[config.mk]
export PLATFORM = sky130hd
export DESIGN_NAME = oam_dma_ctrl_flat
export DESIGN_NICKNAME = d
export VERILOG_FILES = /design/src/rtl/oam_dma_ctrl_if.sv /design/src/rtl/oam_dma_ctrl.sv /design/src/flat_wrapper.sv
export SDC_FILE = /design/constraint.sdc
export NUM_CORES = 1
export LEC_CHECK = 0
export BUFFER_PORTS_ARGS = -buffer_cell sky130_fd_sc_hd__buf_4
export CELL_PAD_IN_SITES_DETAIL_PLACEMENT = 1
export CELL_PAD_IN_SITES_GLOBAL_PLACEMENT = 1
export CORE_MARGIN = 1.5
export CORE_UTILIZATION = 30
export DETAILED_ROUTE_END_ITERATION = 12
export PLACE_DENSITY = 0.66
export SYNTH_ARGS = -nofsm -noshare
export SYNTH_HDL_FRONTEND = slang
export SYNTH_SLANG_ARGS = --single-unit
export TNS_END_PERCENT = 20
[constraint.sdc]
create_clock -name clk -period 5.1 [get_ports clk]
set_clock_uncertainty 0.1 [all_clocks]
set_input_delay 0.255 -clock clk [delete_from_list [all_inputs] [get_ports clk]]
set_output_delay 0.255 -clock clk [all_outputs]
set_load 0.005 [all_outputs]
[src/rtl/oam_dma_ctrl_if.sv]
// CPU-bus and OAM-port signals shared by the sprite DMA controller and its surroundings.
// The master modport is the controller's view; the slave modport is the bus/OAM side.
interface oam_dma_ctrl_if #(
    parameter int OAM_WIDTH = 8
);
    logic [15:0]          cpu_addr;
    logic                 cpu_we;
    logic [7:0]           cpu_data;
    logic [OAM_WIDTH-1:0] oam_start;
    logic [7:0]           mem_data_in;
    logic                 cpu_halt;
    logic                 dma_active;
    logic [15:0]          mem_addr;
    logic                 mem_re;
    logic [OAM_WIDTH-1:0] oam_addr;
    logic                 oam_we;
    logic [7:0]           oam_data;

    modport master (
        input  cpu_addr, cpu_we, cpu_data, oam_start, mem_data_in,
        output cpu_halt, dma_active, mem_addr, mem_re, oam_addr, oam_we, oam_data
    );

    modport slave (
        output cpu_addr, cpu_we, cpu_data, oam_start, mem_data_in,
        input  cpu_halt, dma_active, mem_addr, mem_re, oam_addr, oam_we, oam_data
    );
endinterface

[src/rtl/oam_dma_ctrl.sv]
// Sprite DMA sequencer: a CPU write of page P to DMA_REG halts the CPU and copies
// 2**OAM_WIDTH bytes from {P,00}.. into OAM, starting at the OAMADDR sampled on trigger.
module oam_dma_ctrl #(
    parameter int          OAM_WIDTH = 8,
    parameter logic [15:0] DMA_REG   = 16'h4014
) (
    input  logic           clk,
    input  logic           rst_n,
    input  logic           clk_en,
    oam_dma_ctrl_if.master bus
);
    typedef enum logic [2:0] {
        IDLE,
        HALT,
        ALIGN,
        READ,
        WRITE
    } state_t;

    localparam logic [OAM_WIDTH-1:0] LAST = '1;

    state_t               state;
    state_t               state_next;
    logic                 parity;
    logic [7:0]           page;
    logic [OAM_WIDTH-1:0] base;
    logic [OAM_WIDTH-1:0] count;
    logic [7:0]           data_q;
    logic                 trigger;

    assign trigger = bus.cpu_we && (bus.cpu_addr == DMA_REG);

    always_ff @(posedge clk) begin
        if (!rst_n) begin
            state <= IDLE;
        end else if (clk_en) begin
            state <= state_next;
        end
    end

    // Datapath: parity runs on every CPU cycle, transfer registers follow the FSM.
    always_ff @(posedge clk) begin
        if (!rst_n) begin
            parity <= 1'b0;
            page   <= '0;
            base   <= '0;
            count  <= '0;
            data_q <= '0;
        end else if (clk_en) begin
            parity <= ~parity;
            case (state)
                IDLE: begin
                    if (trigger) begin
                        page  <= bus.cpu_data;
                        base  <= bus.oam_start;
                        count <= '0;
                    end
                end
                READ:    data_q <= bus.mem_data_in;
                WRITE:   count  <= count + 1'b1;
                default: ;
            endcase
        end
    end

    // Triggers are only honoured from IDLE, so a write landing on the final WRITE is dropped.
    always_comb begin
        state_next = state;
        case (state)
            IDLE:    if (trigger) state_next = HALT;
            HALT:    state_next = parity ? ALIGN : READ;
            ALIGN:   state_next = READ;
            READ:    state_next = WRITE;
            WRITE:   state_next = (count == LAST) ? IDLE : READ;
            default: state_next = IDLE;
        endcase
    end

    always_comb begin
        bus.cpu_halt   = 1'b0;
        bus.dma_active = 1'b0;
        bus.mem_re     = 1'b0;
        bus.mem_addr   = '0;
        bus.oam_we     = 1'b0;
        bus.oam_addr   = '0;
        case (state)
            HALT, ALIGN: begin
                bus.cpu_halt   = 1'b1;
                bus.dma_active = 1'b1;
            end
            READ: begin
                bus.cpu_halt   = 1'b1;
                bus.dma_active = 1'b1;
                bus.mem_re     = 1'b1;
                bus.mem_addr   = {page, 8'h00} + 16'(count);
            end
            WRITE: begin
                bus.cpu_halt   = 1'b1;
                bus.dma_active = 1'b1;
                bus.oam_we     = 1'b1;
                bus.oam_addr   = base + count;
            end
            default: ;
        endcase
    end

    assign bus.oam_data = data_q;
endmodule

[src/flat_wrapper.sv]
// flat-port wrapper written by rule: the top's interface ports become plain ports
module oam_dma_ctrl_flat 
#(
    parameter int          OAM_WIDTH = 8,
    parameter logic [15:0] DMA_REG   = 16'h4014
)
  (clk, rst_n, clk_en, bus_cpu_addr, bus_cpu_we, bus_cpu_data, bus_oam_start, bus_mem_data_in, bus_cpu_halt, bus_dma_active, bus_mem_addr, bus_mem_re, bus_oam_addr, bus_oam_we, bus_oam_data);
  oam_dma_ctrl_if #(.OAM_WIDTH(OAM_WIDTH)) bus_i ();
  input  logic clk;
  input  logic rst_n;
  input  logic clk_en;
  input wire logic [$bits(bus_i.cpu_addr)-1:0] bus_cpu_addr;
  input wire logic [$bits(bus_i.cpu_we)-1:0] bus_cpu_we;
  input wire logic [$bits(bus_i.cpu_data)-1:0] bus_cpu_data;
  input wire logic [$bits(bus_i.oam_start)-1:0] bus_oam_start;
  input wire logic [$bits(bus_i.mem_data_in)-1:0] bus_mem_data_in;
  output wire logic [$bits(bus_i.cpu_halt)-1:0] bus_cpu_halt;
  output wire logic [$bits(bus_i.dma_active)-1:0] bus_dma_active;
  output wire logic [$bits(bus_i.mem_addr)-1:0] bus_mem_addr;
  output wire logic [$bits(bus_i.mem_re)-1:0] bus_mem_re;
  output wire logic [$bits(bus_i.oam_addr)-1:0] bus_oam_addr;
  output wire logic [$bits(bus_i.oam_we)-1:0] bus_oam_we;
  output wire logic [$bits(bus_i.oam_data)-1:0] bus_oam_data;
  assign bus_i.cpu_addr = bus_cpu_addr;
  assign bus_i.cpu_we = bus_cpu_we;
  assign bus_i.cpu_data = bus_cpu_data;
  assign bus_i.oam_start = bus_oam_start;
  assign bus_i.mem_data_in = bus_mem_data_in;
  assign bus_cpu_halt = bus_i.cpu_halt;
  assign bus_dma_active = bus_i.dma_active;
  assign bus_mem_addr = bus_i.mem_addr;
  assign bus_mem_re = bus_i.mem_re;
  assign bus_oam_addr = bus_i.oam_addr;
  assign bus_oam_we = bus_i.oam_we;
  assign bus_oam_data = bus_i.oam_data;
  oam_dma_ctrl #(.OAM_WIDTH(OAM_WIDTH), .DMA_REG(DMA_REG)) u_core (.clk(clk), .rst_n(rst_n), .clk_en(clk_en), .bus(bus_i));
endmodule
==> results.py <==
metrics = {
    "die": {
        "fp-row-count": 31,
        "pin_count": 80,
        "start_util": 0.308,
        "floorplan.die_area_sq_um": 7930,
        "core_area_sq_um": 7210,
        "die_w_um": 89.0,
        "fp.dieH_um": 89.0,
    },
    "cells_and_area": {
        "antenna_cells": 0,
        "stdcell_count": 441,
        "drive_gt1_frac": 0.278,
        "layout.nets": 395,
        "area_growth_syn_to_layout_pct": 31.5,
        "fillCellCount": 913,
    },
    "global_route": {
        "antenna_found_initial": 0,
        "overflow": 0,
        "grt_use_total": 0.175,
        "grt_pass1_wl_um": 10700,
        "grt_max_degree": 42,
        "grt_pass1_vias": 2233,
    },
    "clocking": {
        "cts_sinks": 36,
        "cts_tree": "yes",
        "post_cts_resized": 0,
        "numCtsBuffers": 5,
        "cts_setup_buffers": 0,
        "clockRootBuffer": "clkbuf_8",
        "h-tree-depth": 2,
        "clkSlewWorstSetupHoldPaths_ps": 70,
        "insertion_delay_ps": 280,
        "clockBufferDepth": 2,
        "ctsHoldBuffers": 0,
    },
    "sta": {
        "setup_violations": 0,
        "maxSlewViolCount": 0,
        "layout_min_cycle_time_ps": 2540,
        "period_share": 0.497,
        "tns_ps": 0,
        "relSlewSlack": 0.467,
        "rsz0062_at_grt": "no",
        "max_freq_ghz": 0.394,
        "worst_pin_slew_ps": 797,
        "final-hold-violation-count": 0,
    },
    "critical_path": {
        "reg2reg_to": "u_core.count[0]$_SDFFE_PN0P_",
        "start_kind": "flip-flop",
        "worstPathMaxFanout": 6,
        "r2r_setup_slack_ps": 2970,
        "cp_cell_sequence": "ha_1 -> fa_1 -> a21o_1 -> a21oi_1 -> or3_1 -> nand3_1 -> buf_4",
        "arrival_ps": 2180,
        "criticalPathCategory": "reg2out",
        "critPathMaxStageDelay_ps": 420,
        "end_kind": "primary output",
        "regToRegStartpoint": "u_core.state[0]$_SDFFE_PN0P_",
        "cpMaxStageDelayCell": "fa_1",
        "cp_top_family": "adder cells",
        "r2r_cells": 4,
        "cp_data_required_time_ps": 4740,
        "critPathBufInv": 1,
    },
    "synthesis": {
        "syn_inst": 274,
        "syn_area_sq_um": 2220,
        "syn_area_per_cell_sq_um": 8.11,
        "async_flop_share": 0,
        "ys_ff_latch": 36,
        "syn_nets": 327,
        "yosysTopAreaCellShare": 0.325,
        "synthFlopType": "dfxtp_1",
        "synth_cell_types": 53,
        "yosysSeqAreaShare": 0.325,
        "yosys.area.top_type": "dfxtp_1",
        "synth.yosys.warnings": 0,
        "synth-edff-count": 0,
        "synthTopCellsByArea": "dfxtp_1, and2_1, o21ai_0",
    },
    "routing": {
        "dr.pass1.iters": 4,
        "vias": 2207,
        "totalWireLength_um": 6500,
        "postRouteAntennaNets": 0,
        "drtIter0Drc": 75,
        "wire_per_inst_um": 14.7,
        "drc_errors": 0,
        "vias_per_cell": 5.00,
    },
    "min_path": {
        "hold_depth": 3,
        "hold_end": "u_core.bus.oam_data[6]$_SDFFE_PN0P_",
        "worstHoldStart": "bus_mem_data_in[6]",
        "min_path_type": "in2reg",
    },
    "run_status": {
        "status": "finished, final reports clean",
    },
    "power_and_ir_drop": {
        "powerDensity_nw_per_um2": 186,
        "ir_worst_vdd_mv": 0.133,
        "leakagePower_nw": 1.20,
    },
    "job": {
        "cap_violations": 0,
    },
    "placement": {
        "dp.cells": 434,
        "place_hpwl_um": 4730,
        "gp_congestion": 0.773,
        "portBuffers": 79,
    },
}
worst register-to-register path: stages (launching register included):
cell     delay, ps
dfxtp_1        380
nor3_1         370
and4_1         700
a21oi_1        200
a31o_2         280
cell usage after synthesis (6+ instances only):
master,n
a21boi_0,14
nand3_1,21
nor2_1,10
o21ai_0,25
dfxtp_1,36
clkbuf_1,9
ha_1,8
nand2_1,32
and2_1,21
a21oi_1,6
a21boi_1,12
layer usage:
layer	vias to the layer above	GRT usage	routed length, um
met5	-	0	0
met4	0	0.0517	85
met3	5	0.0286	218
met2	44	0.303	3160
met1	1044	0.224	3030
li1	1114	-	-
power by group:
group / internal, mW / switching, mW / total (mW)
sequential: 0.282 / 0.000743 / 0.283
clock: 0.120 / 0.100 / 0.220
combinational: 0.0258 / 0.0130 / 0.0389
total: 0.428 / 0.114 / 0.542
area by class of cell:
| cell class | instances | area, sq um | share of cell area |
|---|---|---|---|
| clock buffer | 7 | 96.3 | 0.0330 |
| timing repair buffer | 79 | 593 | 0.203 |
| multi-input combinational | 214 | 1360 | 0.465 |
| tap | 99 | 124 | 0.0424 |
| inverter | 6 | 27.5 | 0.00943 |
| sequential | 36 | 721 | 0.247 |
cell usage in the layout, fill, tap and decap left out, types with 2 or more instances in the layout:
master	synthesis	routed
buf_4	3	79
dfxtp_1	36	36
nand2_1	32	32
o21ai_0	25	25
nand3_1	21	21
and2_1	21	21
a21boi_0	14	14
a21boi_1	12	12
nor2_1	10	10
ha_1	8	8
clkbuf_8	0	7
a21oi_1	6	6
inv_1	5	5
nor3_1	5	5
o22ai_1	5	5
nor3b_1	4	4
xnor2_1	3	3
nand2b_1	3	3
o21a_1	3	3
nor4b_1	2	2
or3_1	2	2
nor2b_1	2	2
o211ai_1	2	2
mux2i_1	2	2
xor2_1	2	2
or2_2	2	2
nand4_1	2	2
nor4_1	2	2
nand4b_1	2	2
and4_1	2	2
a31o_2	2	2
o31a_1	2	2
per-stage QoR:
step,power (mW),utilization,setup slack [ps],hold slack [ps],cell area (sq um)
global placement,0.328,0.391,2840,344,2820
global route,0.566,0.405,2420,113,2920
floorplan,0.300,-,3200,290,2220
detailed placement,0.328,0.391,2820,350,2820
finish,0.542,0.405,2560,114,2920
CTS,0.550,0.405,2540,106,2920
flip-flops by register name (all words and copies together) (netlist names):
register             cells
u_core.parity            1
u_core.bus.oam_data      8
u_core.count             8
u_core.page              8
u_core.base              8
u_core.state             3
how the worst max path moves through the flow:
stage / slack (ps) / startpoint / cells past startpoint / endpoint
after floorplan: 3200 / u_core.count[0]$_SDFFE_PN0P_ / 6 / bus_oam_addr[6]
after global placement: 2840 / bus_cpu_addr[7] / 5 / u_core.count[0]$_SDFFE_PN0P_
after detailed placement: 2820 / bus_cpu_addr[8] / 5 / u_core.count[0]$_SDFFE_PN0P_
after CTS: 2540 / u_core.count[0]$_SDFFE_PN0P_ / 7 / bus_oam_addr[6]
after global routing: 2420 / u_core.count[0]$_SDFFE_PN0P_ / 7 / bus_oam_addr[6]
final: 2560 / u_core.count[0]$_SDFFE_PN0P_ / 7 / bus_oam_addr[6]
logic make-up (layout without fill, tap and decap cells):
logic type / Yosys count / in the layout / share of synthesized area
AND/OR/NAND/NOR: 120 / 120 / 0.299
AO/OA/AOI/OAI: 78 / 78 / 0.230
flip-flops: 36 / 36 / 0.325
buffers and inverters: 24 / 92 / 0.0637
adder cells (fa/ha/maj): 9 / 9 / 0.0541
XOR/XNOR: 5 / 5 / 0.0197
multiplexers: 2 / 2 / 0.00901
(Power assumes the default switching activity.)
